$ cat config.mk
export PLATFORM = sky130hd
export DESIGN_NAME = riscv_str_unit
export DESIGN_NICKNAME = d
export VERILOG_FILES = /design/src/rtl/riscv_defines.sv /design/src/rtl/riscv_str_byte_xform.sv /design/src/rtl/riscv_str_unit.sv
export SDC_FILE = /design/constraint.sdc
export NUM_CORES = 1
export LEC_CHECK = 0
export CORE_AREA = 10 10 136 138
export CTS_CLUSTER_DIAMETER = 40
export DETAILED_ROUTE_END_ITERATION = 6
export DIE_AREA = 0 0 146 148
export GPL_ROUTABILITY_DRIVEN = 0
export PLACE_DENSITY = 0.5
export SETUP_SLACK_MARGIN = 0.5
export SLEW_MARGIN = 20
export SYNTH_ARGS = -nofsm -noshare
export SYNTH_HDL_FRONTEND = slang
export SYNTH_SLANG_ARGS = --single-unit
$ cat constraint.sdc
create_clock -name clk -period 8.7 [get_ports clk]
set_input_delay 0.87 -clock clk [delete_from_list [all_inputs] [get_ports clk]]
set_output_delay 0.87 -clock clk [all_outputs]
set_load 0.01 [all_outputs]
$ cat src/rtl/riscv_defines.sv
// Shared definitions for the string transform unit: operator codes and FSM states.
package riscv_defines;

  localparam int STR_OP_WIDTH = 3;

  localparam logic [STR_OP_WIDTH-1:0] STR_OP_UPPER = 3'd0;
  localparam logic [STR_OP_WIDTH-1:0] STR_OP_LOWER = 3'd1;
  localparam logic [STR_OP_WIDTH-1:0] STR_OP_LEET  = 3'd2;
  localparam logic [STR_OP_WIDTH-1:0] STR_OP_ROT13 = 3'd3;

  typedef enum logic [1:0] {
    STR_IDLE = 2'd0,
    STR_BUSY = 2'd1,
    STR_DONE = 2'd2
  } str_state_e;

  function automatic logic str_op_legal(input logic [STR_OP_WIDTH-1:0] op);
    case (op)
      STR_OP_UPPER, STR_OP_LOWER, STR_OP_LEET, STR_OP_ROT13: str_op_legal = 1'b1;
      default:                                               str_op_legal = 1'b0;
    endcase
  endfunction

endpackage

$ cat src/rtl/riscv_str_byte_xform.sv
// Combinational single-byte transform; undefined operators pass the byte through.
module riscv_str_byte_xform
  import riscv_defines::*;
(
  input  logic [STR_OP_WIDTH-1:0] op_i,
  input  logic [7:0]              byte_i,
  output logic [7:0]              byte_o
);

  logic is_lower;
  logic is_upper;

  assign is_lower = (byte_i >= 8'h61) && (byte_i <= 8'h7A);
  assign is_upper = (byte_i >= 8'h41) && (byte_i <= 8'h5A);

  // Operator decode; every path defaults to passing the byte unchanged
  always_comb begin
    byte_o = byte_i;
    case (op_i)
      STR_OP_UPPER: begin
        if (is_lower) byte_o = byte_i - 8'h20;
        else          byte_o = byte_i;
      end
      STR_OP_LOWER: begin
        if (is_upper) byte_o = byte_i + 8'h20;
        else          byte_o = byte_i;
      end
      STR_OP_LEET: begin
        case (byte_i)
          8'h61, 8'h41: byte_o = 8'h34;
          8'h65, 8'h45: byte_o = 8'h33;
          8'h69, 8'h49: byte_o = 8'h31;
          8'h6F, 8'h4F: byte_o = 8'h30;
          8'h73, 8'h53: byte_o = 8'h35;
          8'h74, 8'h54: byte_o = 8'h37;
          default:      byte_o = byte_i;
        endcase
      end
      STR_OP_ROT13: begin
        // first half of each case range moves up by 13, second half wraps down
        if (is_lower)      byte_o = (byte_i <= 8'h6D) ? byte_i + 8'd13 : byte_i - 8'd13;
        else if (is_upper) byte_o = (byte_i <= 8'h4D) ? byte_i + 8'd13 : byte_i - 8'd13;
        else               byte_o = byte_i;
      end
      default: byte_o = byte_i;
    endcase
  end

endmodule

$ cat src/rtl/riscv_str_unit.sv
// Multi-cycle string transform unit: accepts a packed operand, rewrites
// LANES_PER_CYCLE bytes per BUSY cycle and presents the result in DONE.
module riscv_str_unit
  import riscv_defines::*;
#(
  parameter int DATA_WIDTH      = 32,
  parameter int LANES_PER_CYCLE = 1
) (
  input  logic                                 clk,
  input  logic                                 rst,
  input  logic                                 valid_i,
  output logic                                 ready_o,
  input  logic [STR_OP_WIDTH-1:0]              operator_i,
  input  logic [DATA_WIDTH-1:0]                operand_i,
  input  logic                                 kill_i,
  output logic                                 valid_o,
  input  logic                                 ready_i,
  output logic [DATA_WIDTH-1:0]                result_o,
  output logic                                 nul_found_o,
  output logic [$clog2(DATA_WIDTH/8+1)-1:0]    nul_idx_o,
  output logic                                 illegal_o
);

  localparam int NBYTES  = DATA_WIDTH / 8;
  localparam int NGROUPS = NBYTES / LANES_PER_CYCLE;
  localparam int IDX_W   = $clog2(NBYTES + 1);
  localparam int CNT_W   = (NGROUPS > 1) ? $clog2(NGROUPS) : 1;

  str_state_e                state_q, state_d;
  logic [CNT_W-1:0]          cnt_q, cnt_d;
  logic [DATA_WIDTH-1:0]     operand_q, operand_d;
  logic [DATA_WIDTH-1:0]     result_q, result_d;
  logic [STR_OP_WIDTH-1:0]   op_q, op_d;

  logic [7:0]                lane_in  [LANES_PER_CYCLE];
  logic [7:0]                lane_out [LANES_PER_CYCLE];
  logic [DATA_WIDTH-1:0]     result_next;
  logic [IDX_W-1:0]          nul_idx;
  logic                      last_group;

  // First 0x00 in the latched operand; transforms never create or remove a NUL
  always_comb begin
    nul_idx = IDX_W'(NBYTES);
    for (int i = NBYTES - 1; i >= 0; i--) begin
      if (operand_q[i*8 +: 8] == 8'h00) nul_idx = IDX_W'(i);
      else                              nul_idx = nul_idx;
    end
  end

  always_comb begin
    for (int l = 0; l < LANES_PER_CYCLE; l++) begin
      lane_in[l] = operand_q[(int'(cnt_q) * LANES_PER_CYCLE + l) * 8 +: 8];
    end
  end

  for (genvar g = 0; g < LANES_PER_CYCLE; g++) begin : g_lane
    riscv_str_byte_xform u_xform (
      .op_i   (op_q),
      .byte_i (lane_in[g]),
      .byte_o (lane_out[g])
    );
  end

  // Merge the current group into the result, leaving NUL-and-after bytes untouched
  always_comb begin
    result_next = result_q;
    for (int l = 0; l < LANES_PER_CYCLE; l++) begin
      if ((int'(cnt_q) * LANES_PER_CYCLE + l) < int'(nul_idx))
        result_next[(int'(cnt_q) * LANES_PER_CYCLE + l) * 8 +: 8] = lane_out[l];
      else
        result_next[(int'(cnt_q) * LANES_PER_CYCLE + l) * 8 +: 8] = lane_in[l];
    end
  end

  assign last_group = (cnt_q == CNT_W'(NGROUPS - 1));

  always_comb begin
    state_d   = state_q;
    cnt_d     = cnt_q;
    operand_d = operand_q;
    result_d  = result_q;
    op_d      = op_q;
    case (state_q)
      STR_IDLE: begin
        if (valid_i && !kill_i) begin
          state_d   = STR_BUSY;
          cnt_d     = '0;
          operand_d = operand_i;
          result_d  = operand_i;
          op_d      = operator_i;
        end else begin
          state_d = STR_IDLE;
        end
      end
      STR_BUSY: begin
        if (kill_i) begin
          state_d = STR_IDLE;
        end else begin
          result_d = result_next;
          cnt_d    = cnt_q + CNT_W'(1);
          state_d  = last_group ? STR_DONE : STR_BUSY;
        end
      end
      STR_DONE: begin
        if (kill_i || ready_i) state_d = STR_IDLE;
        else                   state_d = STR_DONE;
      end
      default: state_d = STR_IDLE;
    endcase
  end

  always_ff @(posedge clk) begin
    if (rst) begin
      state_q   <= STR_IDLE;
      cnt_q     <= '0;
      operand_q <= '0;
      result_q  <= '0;
      op_q      <= '0;
    end else begin
      state_q   <= state_d;
      cnt_q     <= cnt_d;
      operand_q <= operand_d;
      result_q  <= result_d;
      op_q      <= op_d;
    end
  end

  assign ready_o     = (state_q == STR_IDLE);
  assign valid_o     = (state_q == STR_DONE);
  assign result_o    = valid_o ? result_q : '0;
  assign nul_found_o = valid_o && (nul_idx != IDX_W'(NBYTES));
  assign nul_idx_o   = valid_o ? nul_idx : '0;
  assign illegal_o   = valid_o && !str_op_legal(op_q);

endmodule

==> results of run 1 <==
power by group through the flow:
stage | logic [mW] | clock network (mW) | registers (mW)
after floorplan | 0.112 | 0 | 0.358
after global placement | 0.172 | 0 | 0.367
after detailed placement | 0.173 | 0 | 0.366
after CTS | 0.174 | 0.386 | 0.359
after global routing | 0.193 | 0.399 | 0.362
final | 0.176 | 0.379 | 0.360
sequential cells by signal, indices dropped and copies added (netlist names):
register / flops
cnt_q: 2
op_q: 3
operand_q: 32
result_q: 32
state_q: 2
per-stage QoR:
step / total power [mW] / hold slack, ps / util / setup WS (ps)
2_1_floorplan: 0.4708 / 439.2 / - / 5387
3_3_place_gp: 0.5389 / 454.5 / 0.3530 / 4040
3_5_place_dp: 0.5392 / 467.6 / 0.3530 / 4036
4_1_cts: 0.9186 / 476.8 / 0.3723 / 4026
5_1_grt: 0.9532 / 490.9 / 0.3723 / 3812
6_report: 0.9147 / 477.8 / 0.3723 / 3976
layout make-up:
| type | instances | area (µm²) |
|---|---|---|
| Timing Repair Buffer | 82 | 805.8 |
| Clock inverter | 7 | 77.57 |
| Tap cell | 216 | 270.3 |
| Clock buffer | 9 | 225.2 |
| Multi-Input combinational cell | 487 | 2985 |
| Fill cell | 1614 | 9863 |
| Inverter | 17 | 63.81 |
| Sequential cell | 71 | 1421 |
logic make-up (layout without fill, tap and decap cells):
family | Yosys count | after routing | synth area share
flops | 71 | 71 | 0.3068
simple gates | 260 | 260 | 0.2755
compound gates | 200 | 200 | 0.2792
buf+inv | 57 | 115 | 0.05131
fa+ha+maj | 14 | 14 | 0.03781
mux | 12 | 12 | 0.04753
xor+xnor | 1 | 1 | 0.001891
worst register-to-register path: cells and delay by family (launching register included):
| kind | cells | cell delay (ps) |
|---|---|---|
| simple gates | 5 | 1330 |
| fa+ha+maj | 1 | 190 |
| compound gates | 6 | 2720 |
| flops | 1 | 340 |
cells in the mapped netlist (all sizes together), types with 3 or more instances:
library cell | n | area (µm²)
clkbuf | 30 | 112.6
nor3 | 18 | 95.09
nor2b | 4 | 25.02
buf | 10 | 61.30
ha | 14 | 175.2
and4 | 4 | 35.03
o21a | 4 | 30.03
a21oi | 75 | 375.4
a31oi | 10 | 62.56
mux2i | 4 | 40.04
and2 | 38 | 237.7
a211o | 4 | 35.03
o21ai | 40 | 200.2
mux4 | 8 | 180.2
nand3 | 29 | 145.1
a22oi | 7 | 52.55
a221oi | 4 | 35.03
o211ai | 6 | 45.04
nor2 | 44 | 165.2
or2 | 6 | 37.54
a211oi | 6 | 50.05
o31ai | 8 | 65.06
nand2 | 88 | 330.3
nor4 | 7 | 43.79
a2bb2oi | 4 | 35.03
nand2b | 7 | 43.79
inv | 15 | 56.30
or4 | 3 | 26.27
dfxtp | 71 | 1421
o22ai | 4 | 25.02
routing by layer:
layer | track usage | vias to the layer above | routed length (µm)
met5 | 0 | - | 0
met4 | 0.05105 | 0 | 428
met3 | 0.03816 | 38 | 1378
met2 | 0.2655 | 245 | 8637
met1 | 0.2132 | 2425 | 7970
li1 | - | 2354 | -
worst min path at each step:
stage,start,depth (start not counted),slack (ps),end
floorplan,result_q[26],2,440,result_q[26]
global placement,result_q[26],2,450,result_q[26]
detailed placement,operand_q[23],2,470,operand_q[23]
CTS,operand_q[23],2,480,operand_q[23]
global route,operand_q[8],2,490,operand_q[8]
finish,operand_q[2],2,480,operand_q[2]
==> run metrics, run 1 <==
Worst Path Arrival 4910 ps; Fmax 211.7 MHz; Comb power frac 0.192; CP startpoint operand_q[17]; GRT Total Usage 0.1646; CP endpoint kind register; Area growth syn-to-layout 26.25%; Slew Limit Fails 0; DR iter-0 viols 654; GR Overflow Total 0; worst reg2reg path depth 12; mapped cell area 0.004633 mm²; Syn Inst Count 615; NumNets Final 722; Buffers & Inverters on Critical Path 0; vias per std cell 5.694; number of synthesized register bits 71; Sequential Power Share 0.393; largest net degree at the start of global routing 55; die height 148 µm; first-pass GRT wire length 28430 µm; layout cells sized above 1 0.06686; Detailed Route WL 18410 µm; Clock Skews 6.786 ps; 1st-pass router iterations 6; critical-path cell list or4_1, or2_2, nand2_1, nand2_1, ha_1, or2_2, a221o_1, a21oi_1, o31ai_1, o31ai_1, a2bb2oi_1, a21oi_1; Antenna Nets Post-Route 0; final instance area 0.005849 mm²; commonest non-fill, non-tap cell in the layout nand2_1; final hold violation count 0; RSZ-0062 raised after global routing no; leakage power 2.031 nW; commonest non-fill, non-tap cells in the layout nand2_1 (88), clkdlybuf4s50_1 (77), a21oi_1 (75); switching power total 282.7 µW; hold buffer count at CTS 0; vias in the first global route 4908; Worst Tran Pin Value 1218 ps; CP Class reg2reg; routed len/inst 20.71 µm; post-DP HPWL 13680 µm; Synth cell types 69; DP Cell Count 873; Die ar. 0.02161 mm²; # DRC 0; Clock Tree Buf Depth 2; CP required 8890 ps; H-tree depth reported by CTS 3; Post-synth EDFFs 0; Switching Fraction 0.3090; clock network fraction of total power 0.415; setup TNS 0 ps; Vias 5062; worst skew pair latency 330 ps; maximum VDD drop 0.00009028 V; top_reg_cell synth dfxtp_1; CTS tree yes; max cap viols 0; post-CTS sizing 0; final worst path period share 0.5430; root buf cell clkbuf_16; nature of the critical path startpoint register; CP top delay family compound AO/OA/AOI/OAI gates; Reg-to-Reg Start operand_q[17]; Final min period 4724 ps; initial core utilization 0.2949; postcts setup bufs 0; CP peak stage delay 1040 ps; Max-slew headroom 0.1814; endpoints failing setup 0; Hold Crit Class reg2reg; Syn Nets 669; Internal Power 632.0 µW; Clock Sinks 71; IO Port Bufs 78; Core ar. 0.01571 mm²; Worst R2R Setup Slack 3980 ps; outcome completed; die width 146 µm; Worst Setup EP result_q[14]; row count 46; master of the slowest instance on the critical path o31ai_1; I/O pins 79; Async SR Flop Fraction 0; Clk pin slew, worst setup/hold paths 60 ps; sequential-to-total area share from yosys stat 0.3068; Post-Syn Area per Cell 7.534 µm²; Layout Cells excl Fill 889; Reg-to-Reg End result_q[14]; critical path depth 12; power per standard cell area 156.4 mW/mm²; CTS buffer count 9; Ant. Diodes 0; post-placement cell area 0.005547 mm²; crit-path max FO 8; antenna violations before repair 0; Synth warnings 0
Power figures use the tool's default switching activity.
==> inputs of run 2 (changes only) <==
==> constraint.sdc (replaced) <==
create_clock -name clk -period 4.5 [get_ports clk]
set_input_delay 0.45 -clock clk [delete_from_list [all_inputs] [get_ports clk]]
set_output_delay 0.45 -clock clk [all_outputs]
set_load 0.01 [all_outputs]
==> run 2 against run 1 <==
  * Highest routed layer unchanged
  * Count of clock-buffer cells in the layout rose by 1
  * Non-clock buffer count rose by 7
  * Register-to-register slack got worse by 3200 ps
  * Clock power rose by 92%
  * First-iteration DRC count fell by 20%
  * Power rose by 94%
  * Design area rose by 1.0%
==> run metrics, run 2 (synthesized netlist as in run 1, its figures left out) <==
Slew Limit Fails 0; Hold Path Origin operand_q[27]; die width 146 µm; maximum VDD drop 0.0001467 V; layout cells sized above 1 0.08100; CP Class reg2reg; Die ar. 0.02161 mm²; Reg-to-Reg End result_q[13]; NumNets Final 729; GR Overflow Total 0; routed len/inst 20.51 µm; 1st-pass router iterations 6; vias per std cell 5.684; critical path depth 11; Buffers & Inverters on Critical Path 2; max cap viols 0; Final min period 3722 ps; worst reg2reg path depth 11; worst skew pair latency 340 ps; Core ar. 0.01571 mm²; Clock Sinks 71; final hold violation count 0; row count 46; postcts setup bufs 0; Area growth syn-to-layout 27.52%; Worst Path Arrival 3920 ps; final instance area 0.005908 mm²; I/O pins 79; Worst R2R Setup Slack 780 ps; Antenna Nets Post-Route 0; root buf cell clkbuf_16; setup TNS 0 ps; CP endpoint kind register; crit-path max FO 11; CTS buffer count 9; CP peak stage delay 670 ps; nature of the critical path startpoint register; Fmax 268.7 MHz; first-pass GRT wire length 28220 µm; outcome completed; CP required 4690 ps; post-DP HPWL 14020 µm; die height 148 µm; antenna violations before repair 0; vias in the first global route 4910; Hold Crit Class reg2reg; critical-path cell list mux4_2, inv_1, ha_1, inv_1, a21oi_1, o2111ai_1, o21a_1, a2111o_1, a211o_1, a22oi_1, a21oi_1; Clk pin slew, worst setup/hold paths 60 ps; H-tree depth reported by CTS 3; # DRC 0; largest net degree at the start of global routing 49; hold endpoint operand_q[27]; commonest non-fill, non-tap cell in the layout nand2_1; Vias 5087; endpoints failing setup 0; Worst Tran Pin Value 952.3 ps; commonest non-fill, non-tap cells in the layout nand2_1 (88), clkdlybuf4s50_1 (77), a21oi_1 (75); leakage power 2.068 nW; power per standard cell area 300.4 mW/mm²; RSZ-0062 raised after global routing no; Ant. Diodes 0; Clock Skews 12.53 ps; DR iter-0 viols 520; master of the slowest instance on the critical path mux4_2; hold path cells 2; CP top delay family compound AO/OA/AOI/OAI gates; post-placement cell area 0.005599 mm²; GRT Total Usage 0.1641; IO Port Bufs 78; final worst path period share 0.8271; CTS tree yes; Reg-to-Reg Start cnt_q[0]; Clock Tree Buf Depth 2; Largest regs operand_q: 32 flops, result_q: 32 flops, op_q: 3 flops; initial core utilization 0.2949; Max-slew headroom 0.3651; Detailed Route WL 18360 µm
[run 2: cell types whose count changed in the layout (fill, tap and decap cells not counted), sizes merged]
cell      before  now
buf            5   12
inv           18   16
clkbuf         9   10
clkinv         4    5
clkinvlp       1    0
[run 2: final cells by class]
class | instances | area, µm²
fill | 1613 | 9804
multi-input combinational | 487 | 2995
sequential | 71 | 1424
timing repair buffer | 89 | 858.3
tap | 216 | 270.3
clock buffer | 10 | 239.0
inverter | 17 | 63.81
clock inverter | 5 | 57.56
[run 2: worst max-delay path by stage]
stage,slack [ps],startpoint,to
6_report,780,cnt_q[0],result_q[13]
5_1_grt,570,operand_q[17],result_q[14]
4_1_cts,640,cnt_q[0],result_q[19]
3_5_place_dp,640,cnt_q[1],result_q[27]
3_3_place_gp,750,cnt_q[1],result_q[24]
2_1_floorplan,1190,operand_q[20],result_q[6]
[run 2: metrics by stage]
stage                 util  setup slack [ps]  instances  total power [mW]  hold slack, ps
floorplan                -              1187        615            0.9102           439.2
detailed placement  0.3563             640.8        880             1.051           461.8
global placement    0.3563             748.3        880             1.051           459.8
CTS                 0.3752             644.4        895             1.770           469.7
finish              0.3760             778.2        895             1.775           473.6
global route        0.3760             568.5        895             1.839           488.0
[run 2: report_power, final]
group | switching, mW | total [mW] | leakage, nW | internal [mW]
Combinational | 0.224 | 0.352 | 1.34 | 0.128
Sequential | 0.0296 | 0.696 | 0.582 | 0.666
Clock | 0.285 | 0.727 | 0.149 | 0.442
Total | 0.538 | 1.77 | 2.07 | 1.24
[run 2: tightest hold or removal path, cell delays in order (launching register included)]
cell and delay (ps):
dfxtp_1 320, nand2_1 60, a21oi_1 50
[run 2: what timing repair did]
action,4_1_cts,5_1_grt
hold buffers,0,0
gates resized for setup,0,4
endpoints found under the setup margin,0,15
[run 2: metal layers]
metal	up-vias	wire length (µm)	track usage
met5	-	0	0
met3	57	1296	0.03388
met1	2432	7941	0.2052
li1	2361	-	-
met4	0	826	0.08108
met2	237	8295	0.2635
==> inputs of run 3 (changes only) <==
--- a/config.mk
+++ b/config.mk
@@ -10,7 +10,7 @@
 export DETAILED_ROUTE_END_ITERATION = 6
 export DIE_AREA = 0 0 146 148
 export GPL_ROUTABILITY_DRIVEN = 0
-export PLACE_DENSITY = 0.5
+export PLACE_DENSITY = 0.52
 export SETUP_SLACK_MARGIN = 0.5
 export SLEW_MARGIN = 20
 export SYNTH_ARGS = -nofsm -noshare
==> constraint.sdc (replaced) <==
create_clock -name clk -period 3.2 [get_ports clk]
set_input_delay 0.32 -clock clk [delete_from_list [all_inputs] [get_ports clk]]
set_output_delay 0.32 -clock clk [all_outputs]
set_load 0.01 [all_outputs]
==> run 3 against run 2 <==
  * Die area is the same
  * Combinational power grew 100%
  * The flow now finishes with violations (negative setup slack)
  * Clock power grew 50%
  * Setup slack lost 880 ps
  * Core utilization grew 6.4 points
  * Critical endpoint is now result_q[2]
  * Cell count grew 8.3%
  * Sequential power grew 41%
  * Largest cell class unchanged
==> run metrics, run 3 (synthesized netlist as in run 1, its figures left out) <==
Internal Power 1.939 mW; vias per std cell 5.561; Worst Tran Pin Value 944.8 ps; Clock Sinks 71; commonest non-fill, non-tap cell in the layout nand2_1; commonest non-fill, non-tap cells in the layout nand2_1 (86), clkdlybuf4s50_1 (76), buf_4 (76); CP endpoint kind register; Core ar. 0.01571 mm²; clock network fraction of total power 0.393; Vias 5389; Clock Tree Buf Depth 2; hold buffer count at CTS 0; outcome finished with violations; GRT Total Usage 0.1720; Clk pin slew, worst setup/hold paths 60 ps; CTS tree yes; final hold violation count 0; violated checks negative setup slack; CTS buffer count 9; met3 wire length 1520 µm; setup TNS -899.7 ps; final worst path period share 1.033; NumNets Final 802; post-DP HPWL 14940 µm; die height 148 µm; CP Class reg2reg; crit-path max FO 5; I/O pins 79; Comb power frac 0.255; initial core utilization 0.2949; largest net degree at the start of global routing 48; worst slack at placement -265.3 ps; Fmax 302.4 MHz; endpoints failing setup 20; Clock Skews 6.178 ps; Slew Limit Fails 0; worst skew pair latency 340 ps; antenna violations before repair 0; wire length on met2 8833 µm; switching power total 840.3 µW; Sequential Power Share 0.352; Die ar. 0.02161 mm²; vias in the first global route 5271; Finished Core Util 0.4398; RSZ-0062 raised after global routing yes; Ant. Diodes 0; top routing layer used met4; Area growth syn-to-layout 49.15%; DP Cell Count 943; IO Port Bufs 78; setup slack after layout -106.5 ps; M1 WL 8541 µm; leakage power 2.477 nW; root buf cell clkbuf_16; row count 46; max cap viols 0; Largest regs operand_q: 32 flops, result_q: 32 flops, op_q: 3 flops; Final min period 3306 ps; Worst Path Arrival 3500 ps; Pwr Total 2.780 mW; 1st-pass router iterations 5; first-pass GRT wire length 29740 µm; Layout Cells excl Fill 969; DR iter-0 viols 534; layout cells sized above 1 0.2603; nature of the critical path startpoint register; Hold Crit Class reg2reg; routed len/inst 20.25 µm; H-tree depth reported by CTS 3; die width 146 µm; maximum VDD drop 0.0002037 V; power per standard cell area 402.2 mW/mm²; Max-slew headroom 0.3662; CP required 3390 ps; Switching Fraction 0.3023; Detailed Route WL 19620 µm; Antenna Nets Post-Route 0; # DRC 0; GR Overflow Total 0
-- run 3: repair_timing --
action	in CTS	in global routing
endpoints found under the setup margin	32	32
gates resized for setup	39	33
pin swaps	22	19
buffers inserted	6	4
-- run 3: per-stage QoR --
step	hold WS [ps]	cell area, µm²
4_1_cts	472.6	6723
3_3_place_gp	464.6	6202
6_report	472.7	6910
5_1_grt	491.4	6910
3_5_place_dp	463.5	6202
2_1_floorplan	398.7	4771
-- run 3: layout make-up --
type	count	area, µm²
Timing Repair Buffer	162	1444
Clock inverter	6	93.84
Multi-Input combinational cell	487	3373
Inverter	17	68.82
Clock buffer	10	229.0
Tap cell	216	270.3
Fill cell	1557	8802
Sequential cell	71	1431
-- run 3: per-layer routing --
layer  track usage  up-vias
li1              -     2511
met1        0.2213     2547
met2        0.2710      267
met3       0.03877       64
met4       0.07307        0
met5             0        -
-- run 3: power groups by stage --
| stage | clock network [mW] | logic, mW | registers [mW] |
|---|---|---|---|
| final | 1.09 | 0.709 | 0.978 |
| after global routing | 1.14 | 0.756 | 0.982 |
| after CTS | 1.11 | 0.649 | 0.975 |
| after detailed placement | 0 | 0.593 | 0.994 |
| after global placement | 0 | 0.588 | 0.994 |
| after floorplan | 0 | 0.334 | 0.975 |
-- run 3: worst paths after layout --
path	startpoint	end	slack [ps]	depth (start not counted)
worst min-delay path	operand_q[11]	operand_q[11]	470	2
worst max-delay path	cnt_q[0]	result_q[2]	-110	11
worst max register to register	cnt_q[0]	result_q[2]	-110	11
worst min register to register	operand_q[11]	operand_q[11]	470	2
-- run 3: worst max-delay path, stage by stage (launching register included) --
cell	delay (ps)
dfxtp_4	370
mux4_2	580
ha_4	190
nand2b_4	120
or4_4	550
o2111ai_2	160
buf_4	180
nor2_1	70
o21bai_1	180
and4_1	210
o31a_1	390
o221ai_1	160
